## src/rtl/alu_cmd_sequencer.sv

```systemverilog
//-----------------------------------------------------------------------------
// alu_cmd_sequencer
//
// Upstream command stage of the ALU. Accepts 12-bit command words on a run
// strobe, decodes them, and either loads an immediate into the 4 x DATA_WIDTH
// operand register file or drives the ALU with registered operands and
// writes the ALU result back. One command is processed at a time through an
// IDLE -> DECODE (-> EXEC) state machine.
//
// Command encoding:
//   cmd[11]    = 0  : ALU op  [10:8] op, [7:6] rd, [5:4] rs1, [3:2] rs2,
//                             [1:0] reserved, must be 00 (else illegal)
//   cmd[11:10] = 10 : LOADI   [9:8] rd, [7:0] imm ; rd = zero-extended imm
//   cmd[11:10] = 11 : SHL8I   [9:8] rd, [7:0] imm ; rd = (rd << 8) | imm
//
// Ports:
//   clk          in   system clock, rising edge
//   rst          in   synchronous, active-high reset
//   command      in   12-bit command word, sampled when run && ready
//   run          in   command strobe, one command per high cycle
//   ready        out  high while the sequencer is idle
//   alu_op_code  out  registered ALU op code
//   data_a       out  registered ALU operand A
//   data_b       out  registered ALU operand B
//   y            in   ALU result (combinational from data_a/data_b/op)
//   O, C, Z, N   in   ALU flags
//   done         out  one-cycle pulse when a command retires
//   result       out  value written to rd by the last retired command
//   illegal_cmd  out  one-cycle pulse when a command is rejected
//   cmd_overflow out  sticky; set when run arrives while busy
//   status       out  {O,C,Z,N} of the last ALU retire (STATUS_REG_EN only)
//
// Optional feature macro: STATUS_REG_EN
//   Defined   : status port exists and captures the ALU flags on ALU retire.
//   Undefined : no status port, the flag inputs are ignored.
//-----------------------------------------------------------------------------
module alu_cmd_sequencer #(
    parameter int DATA_WIDTH = 32
) (
    input  logic                  clk,
    input  logic                  rst,
    input  logic [11:0]           command,
    input  logic                  run,
    output logic                  ready,
    output logic [2:0]            alu_op_code,
    output logic [DATA_WIDTH-1:0] data_a,
    output logic [DATA_WIDTH-1:0] data_b,
    input  logic [DATA_WIDTH-1:0] y,
    input  logic                  O,
    input  logic                  C,
    input  logic                  Z,
    input  logic                  N,
    output logic                  done,
    output logic [DATA_WIDTH-1:0] result,
    output logic                  illegal_cmd,
    output logic                  cmd_overflow
`ifdef STATUS_REG_EN
    ,
    output logic [3:0]            status
`endif
);

    // The immediate width is tied to the command encoding.
    localparam int IMM_WIDTH = 8;

    typedef enum logic [1:0] {
        IDLE   = 2'd0,
        DECODE = 2'd1,
        EXEC   = 2'd2
    } state_t;

    state_t                state;
    logic [11:0]           cmd_reg;
    logic [DATA_WIDTH-1:0] regs [4];

    // Decoded fields of the latched command
    logic                  is_alu;
    logic                  is_shl;
    logic [2:0]            alu_op;
    logic [1:0]            alu_rd;
    logic [1:0]            alu_rs1;
    logic [1:0]            alu_rs2;
    logic [1:0]            alu_rsvd;
    logic [1:0]            imm_rd;
    logic [IMM_WIDTH-1:0]  imm;
    logic [DATA_WIDTH-1:0] imm_value;

    assign ready = (state == IDLE);

    // Field extraction. The immediate write value is computed here so the
    // FSM only has to pick the destination; SHL8I drops the top byte of rd.
    always_comb begin
        is_alu    = ~cmd_reg[11];
        is_shl    = cmd_reg[10];
        alu_op    = cmd_reg[10:8];
        alu_rd    = cmd_reg[7:6];
        alu_rs1   = cmd_reg[5:4];
        alu_rs2   = cmd_reg[3:2];
        alu_rsvd  = cmd_reg[1:0];
        imm_rd    = cmd_reg[9:8];
        imm       = cmd_reg[IMM_WIDTH-1:0];
        imm_value = {{(DATA_WIDTH-IMM_WIDTH){1'b0}}, imm};
        if (is_shl) begin
            imm_value = {regs[imm_rd][DATA_WIDTH-IMM_WIDTH-1:0], imm};
        end
    end

    // Main sequencer. done and illegal_cmd default low every cycle so they
    // only pulse for the single cycle after the edge that sets them. The
    // overflow flag watches run independently of the state transitions.
    always_ff @(posedge clk) begin
        if (rst) begin
            state        <= IDLE;
            cmd_reg      <= '0;
            for (int i = 0; i < 4; i++) begin
                regs[i] <= '0;
            end
            data_a       <= '0;
            data_b       <= '0;
            alu_op_code  <= '0;
            result       <= '0;
            done         <= 1'b0;
            illegal_cmd  <= 1'b0;
            cmd_overflow <= 1'b0;
        end else begin
            done        <= 1'b0;
            illegal_cmd <= 1'b0;

            if (run && !ready) begin
                cmd_overflow <= 1'b1;
            end

            case (state)
                IDLE: begin
                    if (run) begin
                        cmd_reg <= command;
                        state   <= DECODE;
                    end
                end

                DECODE: begin
                    if (!is_alu) begin
                        regs[imm_rd] <= imm_value;
                        result       <= imm_value;
                        done         <= 1'b1;
                        state        <= IDLE;
                    end else if (alu_rsvd != 2'b00) begin
                        // Rejected: operand/op registers keep their values.
                        illegal_cmd <= 1'b1;
                        state       <= IDLE;
                    end else begin
                        data_a      <= regs[alu_rs1];
                        data_b      <= regs[alu_rs2];
                        alu_op_code <= alu_op;
                        state       <= EXEC;
                    end
                end

                EXEC: begin
                    regs[alu_rd] <= y;
                    result       <= y;
                    done         <= 1'b1;
                    state        <= IDLE;
                end

                default: begin
                    state <= IDLE;
                end
            endcase
        end
    end

`ifdef STATUS_REG_EN
    // Flags are captured only when an ALU command retires.
    always_ff @(posedge clk) begin
        if (rst) begin
            status <= 4'b0000;
        end else if (state == EXEC) begin
            status <= {O, C, Z, N};
        end
    end
`else
    logic unused_flags;
    assign unused_flags = ^{O, C, Z, N};
`endif

endmodule

```

## config.mk

```make
export PLATFORM = sky130hd
export DESIGN_NAME = alu_cmd_sequencer
export DESIGN_NICKNAME = d
export VERILOG_FILES = /design/src/rtl/alu_cmd_sequencer.sv
export SDC_FILE = /design/constraint.sdc
export NUM_CORES = 1
export LEC_CHECK = 0
export CAP_MARGIN = 5
export CORE_ASPECT_RATIO = 2
export CORE_MARGIN = 4
export CORE_UTILIZATION = 56
export CTS_CLUSTER_DIAMETER = 150
export DETAILED_ROUTE_END_ITERATION = 10
export PLACE_DENSITY = 0.84
export SETUP_SLACK_MARGIN = 0.3
export SYNTH_ARGS = -nofsm -noshare
export SYNTH_HDL_FRONTEND = slang
export SYNTH_SLANG_ARGS = --single-unit
```

## constraint.sdc

```tcl
create_clock -name clk -period 5.75 [get_ports clk]
set_clock_uncertainty 0.2 [all_clocks]
set_input_delay 1.15 -clock clk [delete_from_list [all_inputs] [get_ports clk]]
set_output_delay 1.15 -clock clk [all_outputs]
set_load 0.02 [all_outputs]
```

---- Word level (Yosys, flattened, before mapping) ----
Memories as Yosys holds them, arrays and structs flattened. A register that Yosys moved wholly into a read port is not among the register bits.
Index checks and enable logic that the tools add are counted.
storage, ports and cells
  flip-flop bits (word level) ............. 52
  bits in writable memories ............... 128
  bits of input ports ..................... 51
  output and inout port bits .............. 103
  word-level logic and storage cells ...... 52
  memories ................................ 1
operators by class
  eq/ne operators ......................... 4
  multiplexer cells ....................... 26
  bitwise logic cells ..................... 3
  reductions and logical operators ........ 11
memories
  memory  depth  width  rd ports  clocked after memory_dff  write ports  line  source
  regs    4      32     3         3                         4            74    logic [DATA_WIDTH-1:0] regs [4];
operators by type and width
  cell                                           count
  2-to-1 mux 32 bit                              4
  case mux 32 bit (2 select lines)               1
  OR reduction 32 bit                            2
  2-to-1 mux 2 bit                               7
  2-to-1 mux 1 bit                               12
  != test 2 bit, second input constant           2
  case mux 2 bit (2 select lines)                1
  AND reduction 2 bit                            2
  nonzero test 2 bit                             2
  NOT 1 bit                                      3
  AND reduction 3 bit                            1
  OR reduction 3 bit                             1
  == test 2 x 1 -> 1 bit, second input constant  1
  == test 2 bit, second input constant           1
  logical NOT 2 bit                              1
  case mux 1 bit (2 select lines)                1
  logical AND 1 bit                              1
  logical NOT 1 bit                              1

---- Longest topological paths before layout ----
  depth after elaboration ................. 7
  gate-level depth with buffers ........... 9
  depth with buffers taken out ............ 5

---- Worst setup path after synthesis ----
Ideal clock, no wire load.
  kind .................................... register -> register
  from .................................... reg state[0]
  to ...................................... mem regs[3][0], enable pin
  library setup time ...................... 511 ps
  arrival ................................. 4,304 ps
  required time ........................... 5,039 ps
  path slack .............................. 735 ps
  cell stages (with the launch flop) ...... 6
  path buffers ............................ 1
  period minus slack after synthesis ...... 5,015 ps
  cell sequence ........................... dfxtp_1 inv_1 ha_1 buf_2 nor2b_1 o41ai_1
RTL lines
  what                      line  source
  start: declaration        72    state_t state;
  start signal: assignment  113   state <= IDLE;
  start signal: assignment  137   state <= DECODE;
  start signal: assignment  146   state <= IDLE;
  end: declaration          74

==> impl_results.md <==
* Status: finished, final reports clean
* PortBufs at 149
* Post-Syn Instances at between 1000 and 1500
* Ys async rst share at 0%
* Period utilisation layout at 62.88%
* # rows at 75
* Die height at 214.6 µm
* Worst Hold Class: reg2reg
* Top cell type's share of synthesized area at 32.15%
* Root Buffer: clkbuf_16
* Post-route core utilization at 67.45%
* Max-cap violations at 0
* Final #Nets at 1154
* Via-per-instance ratio at 6.296
* Initial DRC Count at 661
* Vias in the first global route at 9112
* Largest net degree at the start of global routing at 71
* Commonest non-fill, non-tap cell in the layout: nand2_1
* Pwr Density at 288.5 mW/mm²
* Worst-path maximum fanout at 58
* Max transition margin at 18.39%
* CP cell instances: buf_4 -> inv_1 -> o221ai_2 -> nand2_1 -> buf_4
* Top FF cell, synth: edfxtp_1
* First-pass GRT wire length at 49370 µm
* Clk buf depth at 3
* Area Overhead vs Synth at 18.57%
* Synth area leader: edfxtp_1
* Num CTS Buffers at 21
* Post-CTS Hold Buffers at 0
* Grt total ovfl at 0
* Crit start category: input port
* WL final at approximately 32000 µm
* Post-CTS sizing at 0
* Maximum clock frequency at 276.6 MHz
* Tmin final at 3616 ps
* Post-synth EDFFs at between 100 and 150
* Syn_nets at between 1000 and 1500
* Crit end category: flop
* Io pins at 154
* CP max stage cell: inv_1
* Leakage power at 0.004975 µW
* Largest register by flop count: regs
* Max FFs per register at between 100 and 150
* Data required, critical path at 5750 ps
* H-tree depth at 1
* Initial antenna violation count at 0
* CP delay by family, top: buffers and inverters
* Largest cells by area after synthesis: edfxtp_1 32%, dfxtp_1 20%, mux4_2 17%
* Placed cell count at around 1300
* Synth Cell Area at 0.01196 mm²
* DIE WIDTH at 111.3 µm
* Crit path buf inv count at 3
* Clock sinks at 246
* GRT Resource Usage Total at 26.27%
* Remaining antenna violation count after routing at 0
* Antenna Cells at 0
* First-pass DRT Iterations at 5
* Yosys warns at 0
* Post-synth cell types at slightly above 40
* RD Place Congestion at 0.8266
* Initial core utilization at 56.88%
* Most frequent cells in the layout: 170 x nand2_1, 148 x clkdlybuf4s50_1, 131 x nor2_1
* Fill cells at between 1000 and 1500
* CP most frequent cell: buf_4
* Wire per inst at between 20 and 25 µm
* Crit path DAT at 3610 ps
* Final Hold Fails at 0
* Setup TNS at 0 ps
* CTS tree: yes
* Worst hold slack at 253.6 ps
* Post-DP HPWL at 20760 µm
* Max IR drop VDD at 0.0003277 V
* Clock slew at reported path FFs at about 70 ps
* Core area at 0.02102 mm²
* Critical setup path kind: in2reg
* Avg Cell Area, Syn at 11.94 µm²
* Number of remaining DRC errors at 0
* Design Power at ~4000 µW
* Post-CTS setup buffers at 0
* Register bit count reported by yosys at 246
* Part of the Yosys area used for sequential elements at 51.90%
* Unrepaired setup endpoints after global routing: false
* Worst-Skew Late Latency at between 500 and 600 ps
* Final setup violating endpoints at 0
* Share of post-route cells with drive strength above 1 at 17.50%
* Worst-Margin Slew at around 1200 ps
* CP peak stage delay at 830 ps
* Final Slew Violations at 0
* Post-route insts no fill at roughly 1400
* Via count at 8708
* Die area at 0.02389 mm²
==> Yosys cell counts (3+ instances only) <==
cell / instances
a21o_1: 8
nor2_1: 131
a221oi_2: 18
ha_1: 3
a221oi_1: 6
a311oi_1: 8
nor2b_1: 4
clkbuf_1: 43
nand2b_1: 9
nand4b_1: 8
a31oi_1: 5
buf_2: 28
buf_4: 11
buf_6: 10
a31oi_4: 17
mux4_2: 88
edfxtp_1: 128
nand2_1: 170
o21ai_0: 25
a31oi_2: 3
dfxtp_1: 118
a21oi_1: 82
and3b_1: 25
inv_1: 36
==> routing by layer <==
| metal | routed length (µm) | global-route usage [%] | up-vias |
|---|---|---|---|
| met4 | 2095 | 15.83 | 0 |
| met1 | 10270 | 28.75 | 4250 |
| met2 | 17200 | 47.64 | 497 |
| li1 | - | - | 3842 |
| met3 | 2406 | 3.502 | 119 |
| met5 | 0 | 0 | - |
==> per-stage QoR <==
stage               instance area, µm²  setup slack (ps)
finish                           14180              2134
global route                     14180              1978
CTS                              14180              2146
detailed placement               13470              1635
global placement                 13470              1648
floorplan                        11960             735.0
==> worst paths after layout <==
| path | slack [ps] | cells after the start | start | endpoint |
|---|---|---|---|---|
| worst max-delay path | 2130 | 5 | rst | regs[0][17] |
| worst min-delay path | 250 | 2 | data_a[30] | data_a[30] |
| worst max register to register | 2280 | 6 | state[1] | regs[0][17] |
| worst min register to register | 250 | 2 | data_a[30] | data_a[30] |
==> worst reg2reg max path: cells and delay by family (launching register included) <==
family / cells / cell delay, ps
adder cells (fa/ha/maj): 1 / 640
AO/OA/AOI/OAI: 1 / 170
flip-flops: 1 / 320
buffers and inverters: 2 / 430
AND/OR/NAND/NOR: 2 / 1410
==> cells by family (layout without fill, tap and decap cells) <==
kind of cell	count (synthesis)	after routing	share of synthesized area [%]
buffers and inverters	129	242	5.316
adders and majority gates	3	3	0.3140
and+or+nand+nor	357	357	13.39
AOI/OAI and AO/OA	176	176	12.29
DFF	246	246	51.90
muxes	90	90	16.79
==> layout make-up <==
class | instances | area [µm²] | share of cell area, %
clock inverters | 10 | 123.9 | 0.8737
well taps | 269 | 336.6 | 2.374
inverters | 36 | 135.1 | 0.9531
flip-flops and latches | 246 | 6210 | 43.80
clock buffers | 27 | 588.1 | 4.148
repair buffers | 169 | 1639 | 11.56
multi-input cells | 626 | 5145 | 36.29
==> power by group <==
group          switching [µW]  internal [µW]
registers                73.8           1930
clock network             630            857
logic                     337            257
total                    1040           3050
Note: power is estimated with default switching activity, not from simulation.
==> patch, RTL diff (same settings) <==
`IMM_WIDTH`: 8 -> 9.
--- a/src/rtl/alu_cmd_sequencer.sv
+++ b/src/rtl/alu_cmd_sequencer.sv
@@ -63,3 +63,3 @@
     // The immediate width is tied to the command encoding.
-    localparam int IMM_WIDTH = 8;
+    localparam int IMM_WIDTH = 9;
 
Function: changed (a bounded check fails within 4 cycles, from zero or initial values and one cycle with rst high).
==> patch against the original RTL <==
Largest power group unchanged. Area after synthesis about the same. Critical path depth rose by 2. Setup slack lost 0.049 ns. Cell area increased by 0.32%. Global-route usage up 0.78 points. Total power decreased by 0.71%. Critical endpoint is now regs[0][16]. Routed wire length up 2.4%. Sequential cell count stayed put. Register-to-register slack worse by 0.19 ns. Clock power down 3%.
==> patch: results (changes against the original RTL) <==
Yosys
  • Largest cells by area after synthesis: edfxtp_1 (32%), dfxtp_1 (20%), mux4_2 (16%)
  • Synth top cells by count: nand2_1 (162), nor2_1 (131), edfxtp_1 (128), dfxtp_1 (118), mux4_2 (87)
  • Syn Nets: 1053 (-0.19%)
  • Compound-gate portion of the synthesized area: 0.125 (+0.00169)
  • Synth Area in Adders: 0.00314 (about the same)
  • Sequential area share after synthesis: 0.519 (about the same)

Pwr
  • Seq pwr share: 0.493 (+0.002)
  • Pleak: 4.97 nW (-0.13%)
  • Logic pwr share: 0.150 (+0.005)
  • Power Internal: 0.00301 W (-1.3%)
  • Net switching fraction of the power: 0.259 (+0.00414)
  • VDD IR-drop max: 0.275 mV (-16%)

Setup path
  • Critical Path Max Stage Delay: 0.72 ns (-0.11 ns)
  • Slowest CP cell: ha_1
  • Reg-to-reg slack, setup: 2.09 ns (-0.19 ns)
  • Worst path arrival time: 3.64 ns (+0.03 ns)
  • Critical path fanouts, max: 33 (-43%)
  • Top delay family on crit path: simple AND/OR/NAND/NOR gates

Clocking
  • CTS root buffer: clkbuf_16
  • Clk_lat worst skew: 0.52 ns
  • Clock slew at reported path FFs: 0.07 ns (about the same)
  • Total CTS buffers: 22 (+4.8%)

Global route
  • GRT Total Usage: 0.271 (+0.00777)
  • Vias in the first global route: 9032 (-0.88%)
  • Met3 Track Usage GR: 0.0349 (-0.000118)
  • First-pass GRT wire length: 50.2 mm (+1.6%)
  • Largest net degree at the start of global routing: 100 (+41%)
  • Global-route met1 utilization: 0.284 (-0.00315)
  • Met2 Use GR: 0.487 (+0.0105)

Drt
  • Met3 WL: 2.49 mm (+3.5%)
  • Vias/cell: 6.28 (-0.25%)
  • DR iter-0 viols: 869 (+31%)
  • Post-Route M1 WL: 10.1 mm (-1.2%)
  • WL final: 32.7 mm (+2.4%)
  • Routed wl met2: 17.2 mm (+0.19%)

Cells and area
  • Seq/total area: 0.437 (-0.00148)
  • Area of the multi-input gates: 5190 um^2 (+0.88%)
  • Non-clock buffer share: 0.116 (+0.000161)
  • CLK BUF: 36 (+33%)
  • Fillers: 1491 (+0.13%)
  • Share of layout cells above drive strength 1: 0.181 (+0.00637)
  • Fin nets: 1157 (+0.26%)
  • Signal buffers: 170 (+0.59%)
  • Multi-input gates: 627 (+0.16%)

Placement
  • DP HPWL: 22.1 mm (+6.5%)
  • Gpl congestion: 0.845 (+2.3%)

Status
  • Outcome: finished, final reports clean

Timing
  • Worst slew pin tran: 1.19 ns (-0.0116 ns)
patch: cell count changes after synthesis, moves of 2 or more:
cell / unedited run / this run
a221oi_1: 6 / 3
clkbuf_1: 43 / 33
buf_1: 1 / 7
buf_2: 28 / 32
nand2_2: 0 / 10
a221oi_2: 18 / 20
a31oi_4: 17 / 19
buf_6: 10 / 8
nand2_1: 170 / 162
a31oi_2: 3 / 1
patch: stage by stage:
step	instance area, um^2	setup slack, ns	instances	hold slack (ns)
after floorplan	12000	1.67	999	0.249
after global placement	13500	1.98	1348	0.244
final	14200	2.09	1388	0.254
after detailed placement	13500	1.93	1348	0.246
after global routing	14200	1.95	1388	0.272
after CTS	14200	2.13	1388	0.255
patch: final timing paths:
check / startpoint / to / depth (start not counted)
worst max register to register: state[1] / regs[0][16] / 7
worst max-delay path: state[1] / regs[0][16] / 7
worst min-delay path: data_a[0] / data_a[0] / 2
worst min register to register: data_a[0] / data_a[0] / 2
